## src/rtl/muldiv_unit_if.sv

```systemverilog
// muldiv_unit_if
// Request/response bundle between the execute-stage control and the iterative
// RV32M multiply/divide unit.
//   start  : request, only taken while the unit is idle
//   funct3 : M-extension operation select
//   a, b   : rs1 / rs2 operands
//   busy   : unit holds an instruction (stall PC update and register write)
//   done   : one-cycle pulse, rslt valid
//   rslt   : registered result, held until the next accepted start
// Modports: master = requester side, slave = muldiv_unit side.
interface muldiv_unit_if #(
    parameter int XLEN = 32
);
    logic            start;
    logic [2:0]      funct3;
    logic [XLEN-1:0] a;
    logic [XLEN-1:0] b;
    logic            busy;
    logic            done;
    logic [XLEN-1:0] rslt;

    modport master (
        output start, funct3, a, b,
        input  busy, done, rslt
    );

    modport slave (
        input  start, funct3, a, b,
        output busy, done, rslt
    );
endinterface

```

## src/rtl/muldiv_unit.sv

```systemverilog
// muldiv_unit
// Iterative RV32M multiply/divide unit. One multiplier bit (shift-add, LSB
// first) or one quotient bit (restoring, MSB first) per cycle over XLEN
// cycles, with sign handling done on magnitudes and corrected at the end.
// Fixed latency of XLEN+1 cycles from accept to done, no early termination.
// Ports:
//   clk   : rising-edge clock
//   rst_n : asynchronous active-low reset
//   bus   : muldiv_unit_if.slave (start/funct3/a/b in, busy/done/rslt out)
module muldiv_unit #(
    parameter int XLEN = 32
) (
    input  logic          clk,
    input  logic          rst_n,
    muldiv_unit_if.slave  bus
);
    localparam int CW = $clog2(XLEN);
    localparam logic [CW-1:0] LAST = CW'(XLEN - 1);

    localparam logic [1:0] IDLE = 2'b00;
    localparam logic [1:0] BUSY = 2'b01;
    localparam logic [1:0] DONE = 2'b10;

    logic [1:0]        state_r;
    logic [CW-1:0]     count_r;
    logic [2:0]        op_r;
    logic [XLEN-1:0]   mop_r;       // multiplicand magnitude or divisor magnitude
    logic [2*XLEN-1:0] prod_r;      // {acc, multiplier} or {remainder, quotient}
    logic              neg_res_r;   // product / quotient must be negated
    logic              neg_rem_r;   // remainder must be negated (dividend negative)
    logic              dz_r;        // divisor was zero
    logic [XLEN-1:0]   rslt_r;

    logic              sa_s;
    logic              sb_s;
    logic [XLEN:0]     mul_sum_s;
    logic [XLEN:0]     div_shift_s;
    logic              div_ge_s;
    logic [XLEN-1:0]   div_sub_s;
    logic [2*XLEN-1:0] prod_nxt_s;
    logic [2*XLEN-1:0] full_s;
    logic [XLEN-1:0]   result_s;

    // Magnitude of a value; only negates when the source is treated as signed.
    function automatic logic [XLEN-1:0] mag(input logic [XLEN-1:0] v, input logic sgn);
        logic [XLEN-1:0] m;
        if (sgn && v[XLEN-1]) begin
            m = -v;
        end else begin
            m = v;
        end
        return m;
    endfunction

    // Operand signedness for the requested operation.
    always_comb begin
        sa_s = 1'b0;
        sb_s = 1'b0;
        if (bus.funct3[2]) begin
            // DIV / REM signed, DIVU / REMU unsigned
            sa_s = ~bus.funct3[0];
            sb_s = ~bus.funct3[0];
        end else begin
            sa_s = (bus.funct3[1:0] == 2'b01) || (bus.funct3[1:0] == 2'b10);
            sb_s = (bus.funct3[1:0] == 2'b01);
        end
    end

    // One shift-add or restoring-divide step on the working register.
    always_comb begin
        mul_sum_s   = {1'b0, prod_r[2*XLEN-1:XLEN]} + {1'b0, mop_r};
        div_shift_s = prod_r[2*XLEN-1:XLEN-1];
        div_ge_s    = (div_shift_s >= {1'b0, mop_r});
        // True difference is below the divisor, so XLEN bits are enough.
        div_sub_s   = div_shift_s[XLEN-1:0] - mop_r;
        prod_nxt_s  = prod_r;
        if (op_r[2]) begin
            if (div_ge_s) begin
                prod_nxt_s = {div_sub_s, prod_r[XLEN-2:0], 1'b1};
            end else begin
                prod_nxt_s = {div_shift_s[XLEN-1:0], prod_r[XLEN-2:0], 1'b0};
            end
        end else begin
            if (prod_r[0]) begin
                prod_nxt_s = {mul_sum_s, prod_r[XLEN-1:1]};
            end else begin
                prod_nxt_s = {1'b0, prod_r[2*XLEN-1:1]};
            end
        end
    end

    // Sign correction and result selection from the final step's value.
    always_comb begin
        if (neg_res_r) begin
            full_s = -prod_nxt_s;
        end else begin
            full_s = prod_nxt_s;
        end
        case (op_r)
            3'b000: result_s = full_s[XLEN-1:0];
            3'b001,
            3'b010,
            3'b011: result_s = full_s[2*XLEN-1:XLEN];
            3'b100,
            3'b101: begin
                // Divide by zero leaves an all-ones quotient regardless of sign.
                if (dz_r) begin
                    result_s = {XLEN{1'b1}};
                end else if (neg_res_r) begin
                    result_s = -prod_nxt_s[XLEN-1:0];
                end else begin
                    result_s = prod_nxt_s[XLEN-1:0];
                end
            end
            3'b110,
            3'b111: begin
                if (neg_rem_r) begin
                    result_s = -prod_nxt_s[2*XLEN-1:XLEN];
                end else begin
                    result_s = prod_nxt_s[2*XLEN-1:XLEN];
                end
            end
            default: result_s = {XLEN{1'b0}};
        endcase
    end

    // Control FSM, operand latching, iteration and result register.
    always_ff @(posedge clk or negedge rst_n) begin
        if (!rst_n) begin
            state_r   <= IDLE;
            count_r   <= {CW{1'b0}};
            op_r      <= 3'b000;
            mop_r     <= {XLEN{1'b0}};
            prod_r    <= {(2*XLEN){1'b0}};
            neg_res_r <= 1'b0;
            neg_rem_r <= 1'b0;
            dz_r      <= 1'b0;
            rslt_r    <= {XLEN{1'b0}};
        end else begin
            case (state_r)
                IDLE: begin
                    if (bus.start) begin
                        state_r   <= BUSY;
                        count_r   <= {CW{1'b0}};
                        op_r      <= bus.funct3;
                        neg_res_r <= (sa_s & bus.a[XLEN-1]) ^ (sb_s & bus.b[XLEN-1]);
                        neg_rem_r <= sa_s & bus.a[XLEN-1];
                        dz_r      <= (bus.b == {XLEN{1'b0}});
                        if (bus.funct3[2]) begin
                            mop_r  <= mag(bus.b, sb_s);
                            prod_r <= {{XLEN{1'b0}}, mag(bus.a, sa_s)};
                        end else begin
                            mop_r  <= mag(bus.a, sa_s);
                            prod_r <= {{XLEN{1'b0}}, mag(bus.b, sb_s)};
                        end
                    end
                end
                BUSY: begin
                    prod_r  <= prod_nxt_s;
                    count_r <= count_r + {{(CW-1){1'b0}}, 1'b1};
                    if (count_r == LAST) begin
                        state_r <= DONE;
                        rslt_r  <= result_s;
                    end
                end
                DONE: begin
                    state_r <= IDLE;
                end
                default: begin
                    state_r <= IDLE;
                end
            endcase
        end
    end

    assign bus.busy = (state_r == BUSY) || (state_r == DONE);
    assign bus.done = (state_r == DONE);
    assign bus.rslt = rslt_r;

endmodule

```

## src/flat_wrapper.sv

```systemverilog
// flat-port wrapper written by rule: the top's interface ports become plain ports
module muldiv_unit_flat 
#(
    parameter int XLEN = 32
)
  (clk, rst_n, bus_start, bus_funct3, bus_a, bus_b, bus_busy, bus_done, bus_rslt);
  muldiv_unit_if #(.XLEN(XLEN)) bus_i ();
  input  logic clk;
  input  logic rst_n;
  input wire logic [$bits(bus_i.start)-1:0] bus_start;
  input wire logic [$bits(bus_i.funct3)-1:0] bus_funct3;
  input wire logic [$bits(bus_i.a)-1:0] bus_a;
  input wire logic [$bits(bus_i.b)-1:0] bus_b;
  output wire logic [$bits(bus_i.busy)-1:0] bus_busy;
  output wire logic [$bits(bus_i.done)-1:0] bus_done;
  output wire logic [$bits(bus_i.rslt)-1:0] bus_rslt;
  assign bus_i.start = bus_start;
  assign bus_i.funct3 = bus_funct3;
  assign bus_i.a = bus_a;
  assign bus_i.b = bus_b;
  assign bus_busy = bus_i.busy;
  assign bus_done = bus_i.done;
  assign bus_rslt = bus_i.rslt;
  muldiv_unit #(.XLEN(XLEN)) u_core (.clk(clk), .rst_n(rst_n), .bus(bus_i));
endmodule
```

## config.mk

```make
export PLATFORM = sky130hd
export DESIGN_NAME = muldiv_unit_flat
export DESIGN_NICKNAME = d
export VERILOG_FILES = /design/src/rtl/muldiv_unit_if.sv /design/src/rtl/muldiv_unit.sv /design/src/flat_wrapper.sv
export SDC_FILE = /design/constraint.sdc
export NUM_CORES = 1
export LEC_CHECK = 0
export CAP_MARGIN = 25
export CORE_ASPECT_RATIO = 0.75
export CORE_MARGIN = 2
export CORE_UTILIZATION = 32
export CTS_CLUSTER_DIAMETER = 150
export DETAILED_ROUTE_END_ITERATION = 8
export HOLD_SLACK_MARGIN = 0.03
export PLACE_DENSITY = 0.57
export SLEW_MARGIN = 20
export SYNTH_ARGS = -nofsm -noshare
export SYNTH_HDL_FRONTEND = slang
export SYNTH_SLANG_ARGS = --single-unit
export TNS_END_PERCENT = 20
```

## constraint.sdc

```tcl
create_clock -name clk -period 4.8 [get_ports clk]
set_input_delay 0.48 -clock clk [delete_from_list [all_inputs] [get_ports clk]]
set_output_delay 0.48 -clock clk [all_outputs]
set_load 0.02 [all_outputs]
```

# ---- Word-level counts from Yosys, hierarchy flattened
# Index checks and enable logic that the tools add are counted.
dict set report word_totals {
  regBits 141
  input_bits 70
  output_inout_bits 34
  wordCells 72
}
dict set report op_classes {
  add_sub_neg 8
  order_cmp 1
  n_eq_ne 14
  mux 21
  bitwise_logic 4
  n_reduce_logical 15
}
# operator count
set ops {}
lappend ops {{64-bit 2-to-1 mux} 5}
lappend ops {{32-bit 2-to-1 mux} 7}
lappend ops {{32-bit negator} 4}
lappend ops {{32-bit one-hot mux with 4 select lines} 1}
lappend ops {{64-bit one-hot mux with 2 select lines} 1}
lappend ops {{64-bit negator} 1}
lappend ops {{32-bit by 32-bit adder with 33-bit output} 1}
lappend ops {{33-bit by 32-bit >= comparator with 1-bit output} 1}
lappend ops {{32-bit logical NOT} 1}
lappend ops {{32-bit subtractor} 1}
lappend ops {{3-bit equality test, second input constant} 4}
lappend ops {{5-bit one-hot mux with 2 select lines} 1}
lappend ops {{2-bit AND reduction} 4}
lappend ops {{3-bit by 2-bit equality test with 1-bit output, second input constant} 2}
lappend ops {{5-bit by 1-bit adder with 5-bit output, second input constant} 1}
lappend ops {{5-bit equality test, second input constant} 1}
lappend ops {{5-bit 2-to-1 mux} 1}
lappend ops {{2-bit by 1-bit equality test with 1-bit output, second input constant} 2}
lappend ops {{2-bit equality test, second input constant} 2}
lappend ops {{2-bit 2-to-1 mux} 2}
lappend ops {{2-bit one-hot mux with 2 select lines} 1}
lappend ops {{2-bit OR reduction} 2}
lappend ops {{3-bit by 1-bit equality test with 1-bit output, second input constant} 1}
lappend ops {{3-bit logical NOT} 1}
lappend ops {{11 further kinds} 15}

# ---- Depth between registers and ports, before layout
# Gate-level depths: netlist of run 1.
dict set report logic_depth {
  ltp_word 8
  mapped_depth 18
  ltp_nobuf 17
}

# ---- Worst setup path before layout of run 1
# OpenSTA, ideal clock, no wires.
dict set report synth_path {
  kind {register to register}
  startpoint {register u_core.prod_r[31]}
  endpoint {register u_core.rslt_r[24] (netlist: u_core.bus.rslt[24])}
  setup_ns 0.126
  t_arrival_ns 4.169
  t_required_ns 4.674
  path_slack_ns 0.505
  path_stages_with_launch 19
  path_buffers 1
  period_less_slack_ns 4.295
  cell_sequence {dfrtp_1 > inv_1 > ha_1 > inv_1 > fa_1 > a211oi_1 > o21ai_0 > and4b_1 > or3b_2 > xnor2_1 > a311o_1 > a21boi_1 > nand4_1 > or3_1 > buf_2 > o21a_1 > mux2_4 > a211oi_1 > o21ai_1}
}
dict set report synth_between {
  elab_chain_len 7
  elab_cells_between_ends 13
  cone_classes {add/sub (4); order compare (1); mux (8)}
}
# element line_no
set synth_rtl {}
lappend synth_rtl {{start, declared} muldiv_unit.sv:28} ;# logic [2*XLEN-1:0] prod_r;
lappend synth_rtl {{start signal, assigned} muldiv_unit.sv:134} ;# prod_r <= {(2*XLEN){1'b0}};
lappend synth_rtl {{start signal, assigned} muldiv_unit.sv:151} ;# prod_r <= {{XLEN{1'b0}}, mag(bus.a, sa_s)};
lappend synth_rtl {{start signal, assigned} muldiv_unit.sv:154} ;# prod_r <= {{XLEN{1'b0}}, mag(bus.b, sb_s)};
lappend synth_rtl {{33-bit by 32-bit >= comparator with 1-bit output} muldiv_unit.sv:73} ;# div_ge_s = (div_shift_s >= {1'b0, mop_r});
lappend synth_rtl {{64-bit 2-to-1 mux} muldiv_unit.sv:78} ;# if (div_ge_s) begin
lappend synth_rtl {{64-bit 2-to-1 mux (*)} muldiv_unit.sv:77} ;# if (op_r[2]) begin
lappend synth_rtl {{32-bit negator} muldiv_unit.sv:110} ;# result_s = -prod_nxt_s[XLEN-1:0];
lappend synth_rtl {{32-bit 2-to-1 mux} muldiv_unit.sv:109} ;# end else if (neg_res_r) begin
lappend synth_rtl {{32-bit 2-to-1 mux} muldiv_unit.sv:107} ;# if (dz_r) begin
lappend synth_rtl {{32-bit one-hot mux with 4 select lines (*)} muldiv_unit.sv:99} ;# case (op_r)
lappend synth_rtl {{end signal, assigned} muldiv_unit.sv:138} ;# rslt_r <= {XLEN{1'b0}};
lappend synth_rtl {{end signal, assigned} muldiv_unit.sv:163} ;# rslt_r <= result_s;
lappend synth_rtl {{end, declared} muldiv_unit.sv:32} ;# logic [XLEN-1:0] rslt_r;
# Mark *: on every way between the ends. The rest lies on a longest branch, timed or not.
# A chain may end at the register's enable or synchronous reset.

# ---- Worst setup path after layout of run 1
dict set report layout_path {
  startpoint {register u_core.mop_r[3]}
  endpoint {register u_core.rslt_r[24] (netlist: u_core.bus.rslt[24])}
}
dict set report layout_between {
  elab_chain_len 7
  elab_cells_between_ends 14
  cone_classes {add/sub (5); order compare (1); mux (8)}
}
# element line_no
set layout_rtl {}
lappend layout_rtl {{start, declared} muldiv_unit.sv:27} ;# logic [XLEN-1:0] mop_r;
lappend layout_rtl {{start signal, assigned} muldiv_unit.sv:133} ;# mop_r <= {XLEN{1'b0}};
lappend layout_rtl {{start signal, assigned} muldiv_unit.sv:150} ;# mop_r <= mag(bus.b, sb_s);
lappend layout_rtl {{start signal, assigned} muldiv_unit.sv:153} ;# mop_r <= mag(bus.a, sa_s);
lappend layout_rtl {{33-bit by 32-bit >= comparator with 1-bit output} muldiv_unit.sv:73}
lappend layout_rtl {{64-bit 2-to-1 mux} muldiv_unit.sv:78}
lappend layout_rtl {{64-bit 2-to-1 mux (*)} muldiv_unit.sv:77}
lappend layout_rtl {{32-bit negator} muldiv_unit.sv:110}
lappend layout_rtl {{32-bit 2-to-1 mux} muldiv_unit.sv:109}
lappend layout_rtl {{32-bit 2-to-1 mux} muldiv_unit.sv:107}
lappend layout_rtl {{32-bit one-hot mux with 4 select lines (*)} muldiv_unit.sv:99}
# Marked as above.

==> results_dict.tcl, run 1 <==
set metrics [dict create \
    cp-start-kind "flip-flop" \
    path_cells "inv_1 > ha_1 > a21o_1 > a21o_1 > o2111a_1 > o31a_2 > buf_4 > o211ai_1 > a31oi_1 > buf_4 > buf_4 > a21oi_1 > nand4_1 > or3_1 > o21a_1 > mux2_4 > a211oi_1 > o21ai_1" \
    synthFlopType "dfrtp_1" \
    use_met2_pct 40.7 \
    num_io_pins 104 \
    endpoint_kind "flip-flop" \
    tns_ns 0 \
    worstMarginPinSlew_ns 1.00 \
    antenna_found_initial 3 \
    cp_slowest_cell "or3_1" \
    grt.busiest_layer "met1" \
    synth_cells 2142 \
    cts_hold_buf 0 \
    io_buffers 103 \
    grt_pass1_vias 17000 \
    die_h_um 196 \
    globalplace.congestion 0.987 \
    grt_max_degree 85 \
    required_ns 5.14 \
    synth_edf_count 0 \
    drc 0 \
    grt_pass1_wl_mm 111 \
    status "completed" \
    first_pass_iters 6 \
    vias_per_cell 5.96 \
    wl_mm 74.2 \
    min_period_ns 4.65 \
    start_util_pct 32.3 \
    ys_ff_latch 141 \
    crit_cells 18 \
    route.antenna.remaining_nets 0 \
    async_flop_share_pct 100 \
    cts_tree "built" \
    fmax_ghz 0.215 \
    avgRoutedWirePerCell_um 24.4 \
    htree_levels 4 \
    cp_max_fo 8 \
    die_w_um 260 \
    clockBufferDepth 2 \
    fp.dieArea_um2 51000 \
    netlist-cell-type-count 96 \
    slowest_delay_ns 0.44 \
    ys_seq_area_share_pct 22.4 \
    crit_top_cell "buf_4" \
    max_slew_margin_pct 33.0 \
    design_area_um2 19700 \
    maxCapViolCount 0 \
    clock_latency_ns 0.47 \
    syn-cell-area_um2 15700 \
    gr-total-overflow 0 \
    cts_root_buffer "clkbuf_16" \
    path_clk_slew_ns 0.07 \
    syn_to_final_growth_pct 25.0 \
    r2r-end "u_core.bus.rslt[24]" \
    grt_use_total_pct 28.9 \
    dpl_cell_area_um2 18900 \
    skew_ns 0.0169 \
    coreArea_um2 48700 \
    setup_slack_ns 0.148 \
    maxSlewViolCount 0 \
    finalCritPeriodShare_pct 96.9 \
    vias 18100 \
    place_worst_setup_slack_ns -0.0120 \
    worst-path-buf-inv 4 \
    yosys_warnings 0 \
    n_fill_cell 5077 \
    reg2reg_depth 18 \
    met3_usage_pct 6.46 \
    crit_type "flip-flop to flip-flop" \
    syn-num-nets 2287 \
    grt_util_met1_pct 44.0 \
    first_iter_violations 1904 \
    cp_top_family "compound AO/OA/AOI/OAI gates" \
    drive_above_1_share_pct 15.4 \
    r2r_slack_ns 0.15 \
    cts_made_buffers 17 \
    postSynthAreaPerCell_um2 7.35 \
    final_nets 2522 \
    dp_hpwl_mm 60.6 \
    hold_violations 0 \
    crit_arrival_ns 5.00 \
    cts_sinks 141 \
    r2r_start "u_core.mop_r[3]" \
    rows 70 \
    min_path_type "primary input to asynchronous set/reset pin" \
    setup_viol 0 \
]
## through the flow
| step | cells | hold slack (ns) | util, % |
|---|---|---|---|
| 2_1_floorplan | 2142 | 0.184 | - |
| 4_1_cts | 3034 | 0.0904 | 40.2 |
| 5_1_grt | 3038 | 0.0976 | 40.4 |
| 3_5_place_dp | 3002 | 0.473 | 38.9 |
| 3_3_place_gp | 3002 | 0.461 | 38.9 |
| 6_report | 3041 | 0.0226 | 40.4 |
## logic make-up (layout without fill, tap and decap cells)
family / after synthesis / in the layout / share of synthesized area, %
buffers and inverters: 205 / 453 / 5.03
DFF: 141 / 141 / 22.4
other: 0 / 3 / 0
and+or+nand+nor: 728 / 728 / 21.7
xor gates and xnor gates: 161 / 161 / 8.96
adders and majority gates: 75 / 75 / 6.05
muxes: 69 / 69 / 4.58
AOI/OAI and AO/OA: 763 / 763 / 31.2
## layout by cell type, fill, tap and decap left out, types with 50 or more instances in the layout
| cell | count |
|---|---|
| nand2_1 | 261 |
| buf_4 | 233 |
| a21oi_1 | 211 |
| o21ai_0 | 191 |
| nor2_1 | 189 |
| dfrtp_1 | 137 |
| clkdlybuf4s50_1 | 101 |
| xnor2_1 | 85 |
| inv_1 | 78 |
| xor2_1 | 74 |
| ha_1 | 71 |
| nand3_1 | 50 |
## flip-flops by register name (all words and copies together), names as in the netlist
name	cells
u_core.count_r	5
u_core.neg_rem_r	1
u_core.prod_r	64
u_core.dz_r	1
u_core.bus.rslt	32
u_core.state_r	2
u_core.op_r	3
u_core.neg_res_r	1
u_core.mop_r	32
## metal layers
layer	routed length, um	vias to the layer above
li1	-	8375
met1	35600	8807
met2	29700	876
met3	7380	80
met4	1470	0
met5	0	-
## how the worst max path moves through the flow
stage	startpoint	endpoint	slack [ns]
2_1_floorplan	u_core.prod_r[31]	u_core.bus.rslt[24]	0.50
5_1_grt	u_core.prod_r[31]	u_core.bus.rslt[31]	-0.02
4_1_cts	u_core.prod_r[31]	u_core.bus.rslt[24]	0.04
3_5_place_dp	u_core.prod_r[37]	u_core.bus.rslt[18]	-0.01
6_report	u_core.mop_r[3]	u_core.bus.rslt[24]	0.15
3_3_place_gp	u_core.prod_r[37]	u_core.bus.rslt[18]	-0.03
## cells in the mapped netlist (29+ instances only)
library cell  number  area share (%)
xor2_1            75             4.2
ha_1              73             5.8
clkbuf_1          94             2.2
nor2_1           190             4.5
dfrtp_1          141              22
inv_1             78             1.9
a21oi_1          213             6.8
o31ai_1           29             1.4
a211oi_1          39             1.9
nand2_1          261             6.2
a31oi_1           30             1.2
nand4_1           34             1.4
nor3_1            34             1.1
nand3_1           50             1.6
o21ai_0          195             6.2
mux2i_1           47             3.0
xnor2_1           86             4.8
## what timing repair did
item	4_1_cts	5_1_grt
pin swaps	0	4
resized for setup	1	25
setup buffers	0	3
setup endpoints to repair	1	19
## cell type report
class                      count  area (um^2)  area share, %
antenna                        3         7.51         0.0382
multi-input combinational   1796        11500           58.6
sequential                   141         3540           18.0
timing repair buffer         340         2860           14.5
clock buffer                  17          425           2.16
inverter                      81          304           1.55
clock inverter                15          199           1.01
tap                          648          811           4.12
Power of run 1 is left out: the tool's default activity adds up to more than one toggle a clock period on the data nets, which glitch-free logic cannot reach.
==> inputs of run 2 (changes only) <==
- CORE_MARGIN: 2 -> not set
- SLEW_MARGIN: 20 -> not set
==> results_dict.tcl, run 2 (synthesis results as in run 1) <==
set metrics [dict create \
    place_worst_setup_slack_ns -0.0235 \
    avgRoutedWirePerCell_um 24.3 \
    vias 18000 \
    dpl_cell_area_um2 18700 \
    sw_frac_of_total_pct 57.0 \
    crit_cells 19 \
    crit_arrival_ns 5.00 \
    cts_made_buffers 17 \
    ir_worst_vdd_mv 0.386 \
    design_area_um2 19500 \
    cp-start-kind "flip-flop" \
    num_io_pins 104 \
    cts_tree "built" \
    p_clk_share_pct 7.5 \
    finalCritPeriodShare_pct 97.0 \
    cts_root_buffer "clkbuf_16" \
    grt_pass1_vias 16600 \
    final_cell_count_no_fill 3004 \
    first_pass_iters 8 \
    grt_max_degree 73 \
    die_w_um 258 \
    largest_reg_flops 64 \
    start_util_pct 32.8 \
    dp.cells 2967 \
    regMostFlops "u_core.prod_r" \
    final_cell_mix "261 x nand2_1, 209 x a21oi_1, 205 x buf_4, 193 x o21ai_0, 189 x nor2_1" \
    drc 0 \
    worst-path-buf-inv 5 \
    maxCapViolCount 0 \
    final_common_cell "nand2_1" \
    grt_pass1_wl_mm 107 \
    hold_violations 5 \
    setup_slack_ns 0.142 \
    syn_to_final_growth_pct 23.6 \
    r2r-end "u_core.bus.rslt[17]" \
    fmax_ghz 0.215 \
    slowest_delay_ns 0.46 \
    max_slew_margin_pct 35.0 \
    required_ns 5.14 \
    r2r_start "u_core.mop_r[30]" \
    cellLeakagePower_uw 0.00791 \
    cp_slowest_cell "dfrtp_2" \
    drive_above_1_share_pct 14.8 \
    antenna_found_initial 5 \
    pwr-share-comb_pct 80.1 \
    p_switching_uw 10200 \
    p_total_uw 18000 \
    die_h_um 194 \
    route.antenna.remaining_nets 0 \
    min_period_ns 4.66 \
    reg2reg_depth 19 \
    violations "negative hold slack" \
    status "finished with violations" \
    tns_ns 0 \
    cts_hold_buf 0 \
    min_path_type "primary input to asynchronous set/reset pin" \
    rsz0062_at_grt "yes" \
    crit_type "flip-flop to flip-flop" \
    setup_viol 0 \
    rows 69 \
    crit_top_cell "buf_4" \
    path_clk_slew_ns 0.07 \
    dp_hpwl_mm 58.8 \
    worstMarginPinSlew_ns 0.971 \
    cp_top_family "compound AO/OA/AOI/OAI gates" \
    r2r_slack_ns 0.14 \
    fp.dieArea_um2 50100 \
    pwr_density_cell_nw_per_um2 923 \
    io_buffers 103 \
    coreArea_um2 48000 \
    hold_ws_ns -0.0214 \
    grt_use_total_pct 28.6 \
    power_frac_seq_pct 12.5 \
    cts_sinks 141 \
    globalplace.congestion 1.04 \
    skew_ns 0.0155 \
    first_iter_violations 2239 \
    gr-total-overflow 0 \
    wl_mm 72.9 \
    clock_latency_ns 0.47 \
    endpoint_kind "flip-flop" \
    p_int_uw 7730 \
    maxSlewViolCount 0 \
    vias_per_cell 6.01 \
    final_nets 2495 \
    htree_levels 4 \
    clockBufferDepth 2 \
    path_cells "inv_1 > ha_1 > a21o_1 > a211o_1 > a41oi_2 > o211a_2 > buf_12 > nand2_4 > buf_4 > o221a_4 > a311oi_1 > buf_4 > nand4_1 > buf_4 > o31ai_1 > xnor2_1 > o211ai_1 > a21oi_2 > o21ai_0" \
    cp_max_fo 10 \
]
[run 2: what timing repair did]
item / 4_1_cts / 5_1_grt
setup endpoints to repair: 3 / 18
gates resized for setup: 1 / 32
pin swaps: 0 / 5
buffers inserted: 0 / 2
[run 2: how the worst max path moves through the flow]
stage / startpoint / slack (ns) / end
2_1_floorplan: u_core.prod_r[31] / 0.50 / u_core.bus.rslt[24]
3_3_place_gp: u_core.mop_r[18] / 0.007 / u_core.bus.rslt[25]
3_5_place_dp: u_core.mop_r[18] / -0.02 / u_core.bus.rslt[28]
4_1_cts: u_core.mop_r[12] / -0.007 / u_core.bus.rslt[28]
5_1_grt: u_core.mop_r[30] / -0.02 / u_core.bus.rslt[17]
6_report: u_core.mop_r[30] / 0.14 / u_core.bus.rslt[17]
[run 2: cell type report]
class,instances,area [um^2]
antenna,2,5.00
tap,639,800
sequential,141,3540
multi-input combinational,1796,11600
clock inverter,14,128
inverter,81,304
fill,5026,28500
timing repair buffer,313,2690
clock buffer,18,429
[run 2: power by group through the flow]
stage / combinational (uW) / clock (uW) / sequential (uW)
final: 14400 / 1340 / 2240
after global placement: 13600 / 0 / 2210
after global routing: 15300 / 1400 / 2270
after floorplan: 8330 / 0 / 1950
after CTS: 13700 / 1350 / 2200
after detailed placement: 13700 / 0 / 2220
[run 2: per-stage QoR]
stage / util, % / hold WS [ns]
floorplan: - / 0.184
global placement: 39.0 / 0.456
detailed placement: 39.0 / 0.463
CTS: 40.2 / 0.0386
global route: 40.5 / 0.0393
finish: 40.5 / -0.0214
[run 2: layer usage]
layer / part of all wire [%] / global-route usage, % / vias up
li1: - / - / 8313
met1: 46 / 42.2 / 8640
met2: 39 / 39.6 / 975
met3: 12 / 8.39 / 118
met4: 2.4 / 7.85 / 2
met5: 0.018 / 0 / -
(Power assumes the default switching activity.)
